### src/rtl/updown_counter_mod.sv
// WIDTH-bit up/down counter with programmable terminal value, synchronous load,
// wrap or saturate boundary mode, terminal-count, wrap pulse and sticky over/underflow flags.
module updown_counter_mod #(
  parameter int unsigned WIDTH    = 4,
  parameter int unsigned MAX_VAL  = (2 ** WIDTH) - 1,
  parameter bit          SATURATE = 1'b0
) (
  input  logic             clk,
  input  logic             rst,
  input  logic             en,
  input  logic             up_dn,
  input  logic             load,
  input  logic [WIDTH-1:0] load_val,
  input  logic             clr_flags,
  output logic [WIDTH-1:0] count,
  output logic             tc,
  output logic             wrap,
  output logic             ovf,
  output logic             unf
);

  localparam logic [WIDTH-1:0] MaxVal = WIDTH'(MAX_VAL);

  logic [WIDTH-1:0] count_q, count_d;
  logic             wrap_q, wrap_d;
  logic             ovf_q, ovf_d;
  logic             unf_q, unf_d;
  logic             at_max, at_zero;

  assign at_max  = (count_q == MaxVal);
  assign at_zero = (count_q == '0);

  // High exactly in the cycle whose edge produces the wrap pulse.
  assign tc = ~rst & en & ~load & ((up_dn & at_max) | (~up_dn & at_zero));

  always_comb begin
    count_d = count_q;
    wrap_d  = 1'b0;
    // Set below overrides clear when both happen on the same edge.
    ovf_d   = ovf_q & ~clr_flags;
    unf_d   = unf_q & ~clr_flags;
    if (load) begin
      count_d = (load_val > MaxVal) ? MaxVal : load_val;
    end else if (en) begin
      if (up_dn) begin
        if (at_max) begin
          count_d = SATURATE ? MaxVal : '0;
          wrap_d  = 1'b1;
          ovf_d   = 1'b1;
        end else begin
          count_d = count_q + WIDTH'(1);
        end
      end else begin
        if (at_zero) begin
          count_d = SATURATE ? '0 : MaxVal;
          wrap_d  = 1'b1;
          unf_d   = 1'b1;
        end else begin
          count_d = count_q - WIDTH'(1);
        end
      end
    end
  end

  always_ff @(posedge clk) begin
    if (rst) begin
      count_q <= '0;
      wrap_q  <= 1'b0;
      ovf_q   <= 1'b0;
      unf_q   <= 1'b0;
    end else begin
      count_q <= count_d;
      wrap_q  <= wrap_d;
      ovf_q   <= ovf_d;
      unf_q   <= unf_d;
    end
  end

  assign count = count_q;
  assign wrap  = wrap_q;
  assign ovf   = ovf_q;
  assign unf   = unf_q;

endmodule
### config.mk
export PLATFORM = sky130hd
export DESIGN_NAME = updown_counter_mod
export DESIGN_NICKNAME = d
export VERILOG_FILES = /design/src/rtl/updown_counter_mod.sv
export SDC_FILE = /design/constraint.sdc
export NUM_CORES = 1
export LEC_CHECK = 0
export BUFFER_PORTS_ARGS = -buffer_cell sky130_fd_sc_hd__buf_2
export CAP_MARGIN = 20
export CORE_AREA = 2 2 39 41
export DETAILED_ROUTE_END_ITERATION = 7
export DIE_AREA = 0 0 41 43
export SYNTH_ARGS = -nofsm -noshare
export SYNTH_HDL_FRONTEND = slang
export SYNTH_SLANG_ARGS = --single-unit
### constraint.sdc
create_clock -name clk -period 2.14 [get_ports clk]
set_clock_uncertainty 0.15 [all_clocks]
set_input_delay 0 -clock clk [delete_from_list [all_inputs] [get_ports clk]]
set_output_delay 0 -clock clk [all_outputs]
set_load 0.1 [all_outputs]
======== Word level (Yosys, flattened, before mapping) ========
Index checks and enable logic that the tools add are counted.
operators by class
  add/sub/neg operators ................... 2
  order comparisons ....................... 1
  eq/ne operators ......................... 1
  muxes and demuxes ....................... 17
  bitwise operators ....................... 13
  reductions and logical operators ........ 3
operators by type and width
  operator                                           number
  two-way mux 4 bit                                  6
  two-way mux 1 bit                                  11
  bitwise AND 1 bit                                  7
  inverter 1 bit                                     5
  adder 4 x 1 -> 4 bit (second input constant)       1
  == test 4 bit (second input constant)              1
  > comparator 4 bit (second input constant)         1
  zero test 4 bit                                    1
  subtractor 4 x 1 -> 4 bit (second input constant)  1
  OR reduction 3 bit                                 1
  nonzero test 2 bit                                 1
  bitwise OR 1 bit                                   1
storage, ports and cells
  register bits after elaboration ......... 7
  input bits .............................. 10
  output and inout port bits .............. 8
  word-level logic and storage cells ...... 41

======== Logic depth before layout (Yosys ltp) ========
  depth in word-level cells ............... 6
  mapped depth ............................ 6
  depth with buffers taken out ............ 6

======== Least setup slack after synthesis ========
No wires, ideal clock.
  path kind ............................... register to output
  start ................................... reg count_q[0] (netlist: count[0])
  end ..................................... out tc
  arrival ................................. 3.129 ns
  slack ................................... -1.139 ns
  stages on the path, launching flop included .. 5
  cells stage by stage .................... dfxtp_1 > ha_1 > and2_1 > nand4_1 > a21oi_1
on the way
  word-level cells in the longest chain between the ends .. 4
  elaborated cells on any way between the ends .. 6
  classes of those cells .................. eq/ne: 1; bitwise: 4; reduce/logical: 1
RTL lines
  element                                           RTL line  source
  from (decl)                                       24        logic [WIDTH-1:0] count_q, count_d;
  from (signal assigned)                            72        count_q <= count_d;
  == test 4 bit or zero test 4 bit (tied branches)  30, 31
  bitwise AND 1 bit                                 34        assign tc = ~rst & en & ~load & ((up_dn & at_max) | (~up_dn & at_zero));
  bitwise OR 1 bit (*)                              34
  bitwise AND 1 bit (*)                             34
  to (decl)                                         16        output logic tc,
Mark *: on every way between the ends. The rest lies on a longest branch, timed or not.

======== Final worst setup path ========
  start ................................... reg count_q[0] (netlist: count[0])
  end ..................................... reg count_q[1] (netlist: count[1])
on the way
  word-level cells in the longest chain between the ends .. 5
  elaborated cells on any way between the ends .. 9
  classes of those cells .................. add/sub: 2; eq/ne: 1; mux: 5; reduce/logical: 1
RTL lines
  element                                            RTL line  source
  subtractor 4 x 1 -> 4 bit (tied with other cells)  59        count_d = count_q - WIDTH'(1);
  two-way mux 4 bit, on equally long branches        54, 46
  two-way mux 4 bit (*)                              45        if (up_dn) begin
  two-way mux 4 bit (*)                              44        end else if (en) begin
  two-way mux 4 bit (*)                              42        if (load) begin
Mark *: on every way between the ends. The rest lies on a longest branch, timed or not. The select of a mux whose other input is x is not followed.
A chain may end at the register's enable or synchronous reset.

==> flow_metrics.tcl <==
set metrics [dict create \
    outcome "finished, final reports clean" \
    clk_pin_slew_ps 50 \
    p_leak_uw 0.000301 \
    start_util 0.299 \
    synthSimpleGateAreaFrac 0.199 \
    syn_area_um2 414 \
    synth_xor_area_frac 0.0634 \
    syn_nets 62 \
    ctsHtreeMaxLevel 1 \
    pwr-share-comb 0.333 \
    endpoint_kind "register" \
    cp_data_arrival_time_ps 1970 \
    crit_path_start_kind "register" \
    num_vias 450 \
    min_period_over_period 0.930 \
    core_area_mm2 0.00138 \
    die_area_mm2 0.00176 \
    max-cap-violations 0 \
    crit_type "reg2reg" \
    min_period_ps 1990 \
    dp.cells 81 \
    track_usage 0.132 \
    r2r_setup_slack_ps 150 \
    synth_mux_area_frac 0.0242 \
    ir_worst_vdd_mv 0.225 \
    fin_hold_ws_ps 64.2 \
    grt_pass1_vias 424 \
    route.detailed.drc 0 \
    overflow 0 \
    final_cells 95 \
    tns_ps 0 \
    worst_pin_slew_ps 487 \
    antenna_found_initial 0 \
    grt_max_degree 10 \
    hpwl_um 663 \
    internal_power_uw 259 \
    max-slew-margin-rel 0.678 \
    hp-class "in2reg" \
    synth.avg_cell_area_um2 8.28 \
    cp_max_fo 8 \
    cts_tree "done" \
    wire_per_inst_um 10.0 \
    cts_buffer_depth 2 \
    pwr_density_cell_mw_per_mm2 609 \
    yosys.cell_types.count 24 \
    synth_top_family_by_area "compound AO/OA/AOI/OAI gates" \
    power_uw 401 \
    grt_setup_unrepaired "false" \
    die_y_um 43 \
    critPathRequiredTime_ps 2120 \
    die-width_um 41 \
    io_pins 18 \
    power.share.clock 0.294 \
    synthAdderAreaFrac 0.0604 \
    firstDrtPassIters 3 \
    clock_sinks 7 \
    sw_frac_of_total 0.355 \
    fillers 141 \
    cts_made_buffers 3 \
    viasPerCell 4.74 \
    diodes 0 \
    slew_violations 0 \
    crit_family "buffers and inverters" \
    final_antenna_net_count 0 \
    finalNetCount 92 \
    fmax_ghz 0.503 \
    io_buffers 17 \
    slowest_delay_ps 550 \
    cts_root_buf "clkbuf_4" \
    drt-initial-drc-count 2 \
    grt_pass1_wl_um 1570 \
    area_growth_pct 59.2 \
    switching_power_uw 142 \
    insertion_delay_ps 250 \
    finalHoldViolCount 0 \
    synth_compound_area_frac 0.251 \
    synth_seq_area_share 0.338 \
    yosys_warnings 0 \
    slowest_stage "dlygate4sd3_1" \
    crit_path_cell_trace "inv_1, ha_1, xnor2_1, mux2i_1, o21ai_0, nor2b_1, dlygate4sd3_1" \
    setup_viol 0 \
    netlist_instances 50 \
    worst-path-buf-inv 2 \
    rows 14 \
    place_congestion 0.664 \
    seqPwrFrac 0.373 \
    synth-seq-cells 7 \
    layout-drive-gt1-share 0.342 \
    routed_wl_um 952 \
]
[final cells by class]
| class | count | area [um^2] | share of cell area |
|---|---|---|---|
| multi-input combinational | 38 | 267 | 0.404 |
| timing repair buffer | 27 | 185 | 0.281 |
| sequential | 7 | 150 | 0.228 |
| clock buffer | 4 | 26.3 | 0.0398 |
| tap | 16 | 20.0 | 0.0304 |
| inverter | 3 | 11.3 | 0.0171 |
[cells in the final DEF (no fill, tap or decap), types with 2 or more instances in the layout]
master / Yosys / layout
o21ai_0: 3 / 3
clkbuf_4: 1 / 3
dfxtp_2: 0 / 2
ha_1: 2 / 2
buf_2: 0 / 17
nand3_1: 2 / 2
nand2b_1: 2 / 2
dfxtp_1: 7 / 3
inv_1: 3 / 3
a21oi_1: 8 / 7
nor2b_1: 3 / 3
xnor2_1: 3 / 2
nor2_1: 3 / 3
dfxtp_4: 0 / 2
dlygate4sd3_1: 0 / 10
[metal layers]
layer | global-route usage | routed length (um) | vias to the layer above
met1 | 0.145 | 423 | 202
met5 | 0 | 0 | -
met4 | 0.0800 | 14 | 0
li1 | - | - | 236
met3 | 0.0471 | 42 | 2
met2 | 0.203 | 471 | 10
[power groups by stage]
stage / Clock, uW / Sequential, uW / Combinational [uW]
2_1_floorplan: 0 / 201 / 46.8
3_3_place_gp: 0 / 152 / 117
3_5_place_dp: 0 / 153 / 117
4_1_cts: 125 / 150 / 135
5_1_grt: 129 / 152 / 145
6_report: 118 / 150 / 134
[Yosys cell counts]
| cell | n | share of area |
|---|---|---|
| a21oi_1 | 8 | 0.097 |
| dfxtp_1 | 7 | 0.34 |
| inv_1 | 3 | 0.027 |
| nor2_1 | 3 | 0.027 |
| nor2b_1 | 3 | 0.045 |
| o21ai_0 | 3 | 0.036 |
| xnor2_1 | 3 | 0.063 |
| ha_1 | 2 | 0.060 |
| nand2b_1 | 2 | 0.030 |
| nand3_1 | 2 | 0.024 |
| a21boi_0 | 1 | 0.018 |
| a21o_2 | 1 | 0.021 |
| a221o_1 | 1 | 0.024 |
| and2_1 | 1 | 0.015 |
| buf_4 | 1 | 0.018 |
| clkbuf_4 | 1 | 0.018 |
| mux2i_1 | 1 | 0.024 |
| nand2_1 | 1 | 0.0091 |
| nand4_1 | 1 | 0.015 |
| nor3b_1 | 1 | 0.018 |
| o211ai_1 | 1 | 0.018 |
| o21a_1 | 1 | 0.018 |
| o21bai_1 | 1 | 0.018 |
| or3_1 | 1 | 0.015 |
[path summary, 6_finish.rpt]
kind | start | endpoint | cells past startpoint
max | count[0]$_SDFFE_PP0P_ | count[1]$_SDFFE_PP0P_ | 7
max reg2reg | count[0]$_SDFFE_PP0P_ | count[1]$_SDFFE_PP0P_ | 7
min reg2reg | ovf$_SDFF_PP0_ | ovf$_SDFF_PP0_ | 2
min | up_dn | count[3]$_SDFFE_PP0P_ | 4
[sequential cells by signal, indices dropped and copies added (netlist names)]
signal  flops
count       4
ovf         1
wrap        1
unf         1
[repair_timing]
| action | 4_1_cts | 5_1_grt |
|---|---|---|
| resized for setup | 0 | 3 |
| buffers inserted | 0 | 0 |
| endpoints found under the setup margin | 0 | 2 |
| endpoints found under the hold margin | 7 | 0 |
| hold buffers | 11 | 0 |
[kinds of logic (layout without fill, tap and decap cells)]
group / count (synthesis) / in the layout
multiplexers: 1 / 1
AND/OR/NAND/NOR: 15 / 15
XOR/XNOR: 3 / 3
buffers and inverters: 5 / 34
AO/OA/AOI/OAI: 17 / 17
adder cells (fa/ha/maj): 2 / 2
flip-flops: 7 / 7
[metrics by stage]
stage	util	cell area (um^2)	worst slack, ps
2_1_floorplan	-	430	98.1
3_3_place_gp	0.376	520	477
3_5_place_dp	0.376	520	478
4_1_cts	0.475	657	59.1
5_1_grt	0.476	659	3.43
6_report	0.476	659	151
[worst register-to-register path, cell delays in order, from the launching register on]
cell	delay [ps]
dfxtp_4	390
inv_1	50
ha_1	290
xnor2_1	130
mux2i_1	130
o21ai_0	70
nor2b_1	120
dlygate4sd3_1	550
Note: power is estimated with default switching activity, not from simulation.
